[config.mk]
export PLATFORM = sky130hd
export DESIGN_NAME = seg7_scan_driver
export DESIGN_NICKNAME = d
export VERILOG_FILES = /design/src/rtl/seg7_scan_driver.sv
export SDC_FILE = /design/constraint.sdc
export NUM_CORES = 1
export LEC_CHECK = 0
export ABC_AREA = 1
export CAP_MARGIN = 20
export CORE_ASPECT_RATIO = 1.4
export CORE_MARGIN = 2
export CORE_UTILIZATION = 58
export DETAILED_ROUTE_END_ITERATION = 8
export PLACE_DENSITY = 0.84
export SETUP_SLACK_MARGIN = 0.5
export SKIP_CTS_REPAIR_TIMING = 1
export SLEW_MARGIN = 0
export SYNTH_ARGS = -nofsm -noshare
export SYNTH_HDL_FRONTEND = slang
export SYNTH_SLANG_ARGS = --single-unit
[constraint.sdc]
create_clock -name clk -period 6 [get_ports clk]
set_clock_uncertainty 0.15 [all_clocks]
set_input_delay 1.2 -clock clk [delete_from_list [all_inputs] [get_ports clk]]
set_output_delay 1.2 -clock clk [all_outputs]
set_load 0.01 [all_outputs]
[src/rtl/seg7_scan_driver.sv]
// seg7_scan_driver
// Time-multiplexed N-digit seven-segment driver. Holds a latched copy of the
// packed digit word, steps through one digit per scan slot, decodes it to the
// {g,f,e,d,c,b,a} segment pattern and drives the matching one-hot digit enable.
// Leading-zero suppression and a global blank act on the decoded values just
// before the output register. Output polarity is applied at the very last step.

module seg7_scan_driver #(
    parameter int NUM_DIGITS = 4,
    parameter int SCAN_DIV   = 50000,
    parameter int HEX_MODE   = 0,
    parameter int ACTIVE_LOW = 1
) (
    input  logic                    clk,
    input  logic                    reset,
    input  logic [4*NUM_DIGITS-1:0] value,
    input  logic                    load,
    input  logic                    blank,
    input  logic                    lz_blank,
    output logic [6:0]              seg,
    output logic [NUM_DIGITS-1:0]   an,
    output logic                    frame
);

    localparam int IDX_W = (NUM_DIGITS > 1) ? $clog2(NUM_DIGITS) : 1;
    localparam int DIV_W = (SCAN_DIV > 1) ? $clog2(SCAN_DIV) : 1;

    localparam logic [IDX_W-1:0] LAST_IDX = IDX_W'(NUM_DIGITS - 1);
    localparam logic [DIV_W-1:0] LAST_DIV = DIV_W'(SCAN_DIV - 1);

    // XOR masks for output polarity: they are also the "all inactive" levels.
    localparam logic [6:0]            SEG_OFF = {7{ACTIVE_LOW != 0}};
    localparam logic [NUM_DIGITS-1:0] AN_OFF  = {NUM_DIGITS{ACTIVE_LOW != 0}};

    logic [DIV_W-1:0]        div_cnt;
    logic [IDX_W-1:0]        idx;
    logic [4*NUM_DIGITS-1:0] value_q;

    logic [3:0]              cur_code;
    logic                    cur_lz;
    logic                    zero_above;
    logic [6:0]              seg_next;
    logic [NUM_DIGITS-1:0]   an_next;
    logic                    slot_end;

    // Active-high segment patterns; codes 10-15 only light up in hex mode.
    function automatic logic [6:0] decode(input logic [3:0] code);
        logic [6:0] pattern;
        case (code)
            4'h0:    pattern = 7'h3F;
            4'h1:    pattern = 7'h06;
            4'h2:    pattern = 7'h5B;
            4'h3:    pattern = 7'h4F;
            4'h4:    pattern = 7'h66;
            4'h5:    pattern = 7'h6D;
            4'h6:    pattern = 7'h7D;
            4'h7:    pattern = 7'h07;
            4'h8:    pattern = 7'h7F;
            4'h9:    pattern = 7'h67;
            4'hA:    pattern = (HEX_MODE != 0) ? 7'h77 : 7'h00;
            4'hB:    pattern = (HEX_MODE != 0) ? 7'h7C : 7'h00;
            4'hC:    pattern = (HEX_MODE != 0) ? 7'h39 : 7'h00;
            4'hD:    pattern = (HEX_MODE != 0) ? 7'h5E : 7'h00;
            4'hE:    pattern = (HEX_MODE != 0) ? 7'h79 : 7'h00;
            default: pattern = (HEX_MODE != 0) ? 7'h71 : 7'h00;
        endcase
        return pattern;
    endfunction

    assign slot_end = (div_cnt == LAST_DIV);

    // Select the scanned digit, work out leading-zero suppression from the top digit down, and build the next seg/an values.
    always_comb begin
        cur_code   = 4'h0;
        cur_lz     = 1'b0;
        zero_above = 1'b1;
        an_next    = '0;
        for (int k = NUM_DIGITS - 1; k >= 0; k--) begin
            zero_above = zero_above && (value_q[4*k +: 4] == 4'h0);
            an_next[k] = (idx == IDX_W'(k));
            if (idx == IDX_W'(k)) begin
                cur_code = value_q[4*k +: 4];
                cur_lz   = lz_blank && (k > 0) && zero_above;
            end
        end
        seg_next = cur_lz ? 7'h00 : decode(cur_code);
        if (blank) begin
            seg_next = 7'h00;
            an_next  = '0;
        end
    end

    // Prescaler, digit index, frame pulse, value latch and the polarity-adjusted output register.
    always_ff @(posedge clk) begin
        if (reset) begin
            div_cnt <= '0;
            idx     <= '0;
            value_q <= '0;
            frame   <= 1'b0;
            seg     <= SEG_OFF;
            an      <= AN_OFF;
        end else begin
            if (slot_end) begin
                div_cnt <= '0;
                if (idx == LAST_IDX) begin
                    idx <= '0;
                end else begin
                    idx <= idx + 1'b1;
                end
            end else begin
                div_cnt <= div_cnt + 1'b1;
            end
            frame <= slot_end && (idx == LAST_IDX);
            if (load) begin
                value_q <= value;
            end
            seg <= seg_next ^ SEG_OFF;
            an  <= an_next ^ AN_OFF;
        end
    end

endmodule

==> qor.csv <==
metric,value,unit
p_leak,0.00112,µW
layout-drive-gt1-share,6.07,%
cts_buffers,5,
netlist.top_cell.by_area,sky130_fd_sc_hd__dfxtp_1,
detailedRoute.firstPassIterationCount,4,
synth-warning-count,0,
finish.cell_count_without_fillers,388,
routed_wl,4740,µm
pins_over_slew_limit,0,
synthDominantCellAreaShare,41.4,%
flow.area_growth_from_synthesis,21.5,%
totalPowerFinal,667,µW
insertion_delay,0.29,ns
clock_sinks,46,
grt_antenna_before_repair,0,
totalNegativeSetupSlack,0,ns
crit_path_start_kind,input pin,
die_area,4350,µm²
placement.setup.worst_slack,3.17,ns
report.final.setup_viol,0,
intPower,527,µW
vias,2062,
cp_max_fo,24,
post_synth_inst_count,312,
fp.dieH,77.2,µm
tritoncts,done,
cts_htree_levels,2,
yosysSeqAreaShare,41.4,%
worstPathArrival,2.60,ns
diodes,0,
hold_path_depth,2,
groute.usage.overall,24.6,%
via_per_inst,5.31,
setup_slack,3.48,ns
design.core.area,3680,µm²
worstSetupEndpointType,flip-flop,
drc_viols,0,
avg_cell_area_syn,7.12,µm²
final.min_clock_period,2.52,ns
max_rail_drop_vdd,0.213,mV
synthesis.nets,343,
fraction_of_power_consumed_by_sequential_logic,48.7,%
netlist-cell-type-count,26,
max_freq,396,MHz
powerDensity,247,nW/µm²
port_buffers,32,
hpwl_dp,3630,µm
path_clk_slew,0.08,ns
drt.antenna.violating_nets,0,
timing_worst_slew_pin_value,0.641,ns
synthesis.area,2220,µm²
grt_max_degree,25,
finish.net_count,376,
hold-worst-slack,0.316,ns
place.gp.congestion,0.898,
drt-initial-drc-count,75,
grt_pass1_vias,2116,
power.combinational.fraction,9.6,%
die-width,56.3,µm
hold_path_class,reg2reg,
outcome,"finished, final reports clean",
placement_rows,26,
overflow_after_grt,0,
ys_top_cells_by_area,"sky130_fd_sc_hd__dfxtp_1, sky130_fd_sc_hd__nand2_1, sky130_fd_sc_hd__inv_1, sky130_fd_sc_hd__nor2_1, sky130_fd_sc_hd__a21oi_1",
p_sw_share,21.0,%
worst-r2r-cell-count,12,
worstPathRequired,6.08,ns
slew-limit-headroom,57.2,%
grt_first_pass_wirelength,8670,µm
setup_slack_of_the_worst_register_to_register_path,3.81,ns
crit_type,in2reg,
rsz0062_at_grt,no,
ctsRootBufferMaster,sky130_fd_sc_hd__clkbuf_8,
cts_max_path_buffers,2,
synth_seq_cells,46,
final_hold_viol_count,0,
power.net_switching,140,µW
clock_share_of_power,41.7,%
num_io_pins,33,
initial_utilization,60.4,%
wl_per_cell,12.2,µm
n_fill_cell,312,
max_cap_viol_count,0,
timing.final.crit_share,42.1,%
dp.cells,380,
==> synth_stat cells <==
library cell,n
sky130_fd_sc_hd__nand3_1,21
sky130_fd_sc_hd__nor2_1,37
sky130_fd_sc_hd__nand2_2,4
sky130_fd_sc_hd__clkbuf_1,3
sky130_fd_sc_hd__a21oi_4,1
sky130_fd_sc_hd__o21ai_0,20
sky130_fd_sc_hd__nor3_1,6
sky130_fd_sc_hd__nand3_2,2
sky130_fd_sc_hd__o211ai_1,1
sky130_fd_sc_hd__a21oi_1,26
sky130_fd_sc_hd__nor3b_1,1
sky130_fd_sc_hd__nand4_1,8
sky130_fd_sc_hd__dfxtp_1,46
sky130_fd_sc_hd__ha_1,10
sky130_fd_sc_hd__nor3_2,1
sky130_fd_sc_hd__nor2_2,1
sky130_fd_sc_hd__nand2_1,71
sky130_fd_sc_hd__or2_0,1
sky130_fd_sc_hd__inv_1,42
sky130_fd_sc_hd__inv_2,1
sky130_fd_sc_hd__nand3b_1,1
sky130_fd_sc_hd__buf_2,1
sky130_fd_sc_hd__xnor2_1,2
sky130_fd_sc_hd__nor2_4,2
sky130_fd_sc_hd__buf_6,2
sky130_fd_sc_hd__a21oi_2,1
==> flip-flops by register name, summed over array words and instances, names as in the netlist <==
register	cells
frame	1
an	4
div_cnt	16
idx	2
seg	7
value_q	16
==> worst max-delay path: stages <==
cell	delay (ns)
sky130_fd_sc_hd__clkdlybuf4s50_1	0.54
sky130_fd_sc_hd__inv_1	0.54
sky130_fd_sc_hd__o21ai_0	0.17
sky130_fd_sc_hd__a21oi_1	0.14
==> cell type report <==
cell class,count,area [µm²],share of cell area (%)
multi-input cells,217,1100,40.8
inverters,43,161,5.98
clock inverters,2,60.1,2.23
repair buffers,32,320,11.9
flip-flops and latches,46,921,34.1
well taps,42,52.6,1.95
clock buffers,6,82.6,3.06
==> final timing paths <==
path | start | end
setup / recovery | load | value_q[11]$_SDFFE_PP0P_
hold / removal | value_q[0]$_SDFFE_PP0P_ | value_q[0]$_SDFFE_PP0P_
setup reg to reg | idx[1]$_SDFFE_PP0N_ | seg[3]$_SDFF_PP1_
hold reg to reg | value_q[0]$_SDFFE_PP0P_ | value_q[0]$_SDFFE_PP0P_
==> per-layer routing <==
layer / routed length, µm / part of all wire, % / vias to the layer above / global-route usage [%]
met3: 139 / 2.9 / 8 / 4.22
met2: 2730 / 58 / 35 / 49.4
met1: 1790 / 38 / 957 / 23.2
met4: 83 / 1.8 / 0 / 11.0
li1: - / - / 1062 / -
met5: 0 / 0 / - / 0
==> cell usage in the layout, fill, tap and decap left out, drive strengths merged <==
cell           Yosys  layout
a21oi             28      28
bufinv             0       2
clkbuf             3       6
clkdlybuf4s50      0      32
dfxtp             46      46
ha                10      10
inv               43      43
nand2             75      75
nand3             23      23
nand3b             1       1
nand4              8       8
nor2              40      40
nor3               7       7
nor3b              1       1
o211ai             1       1
o21ai             20      20
or2                1       1
xnor2              2       2
==> power by group through the flow <==
stage                     Combinational (µW)  Clock (µW)  Sequential [µW]
after global routing                    73.5         295              326
final                                   64.3         278              325
after CTS                               64.5         284              325
after floorplan                         34.5           0              332
after global placement                  62.6           0              331
after detailed placement                63.9           0              332
==> logic make-up after synthesis <==
logic type	share of synthesized area, %
XOR/XNOR	0.788
buffers and inverters	9.01
AO/OA/AOI/OAI	11.8
adder cells (fa/ha/maj)	5.63
flip-flops	41.4
AND/OR/NAND/NOR	31.3
==> stage by stage <==
stage	utilization, %	cell area, µm²
detailed placement	69.5	2560
finish	73.4	2700
floorplan	-	2220
global route	73.4	2700
CTS	73.4	2700
global placement	69.5	2560
Note: power is estimated with default switching activity, not from simulation.
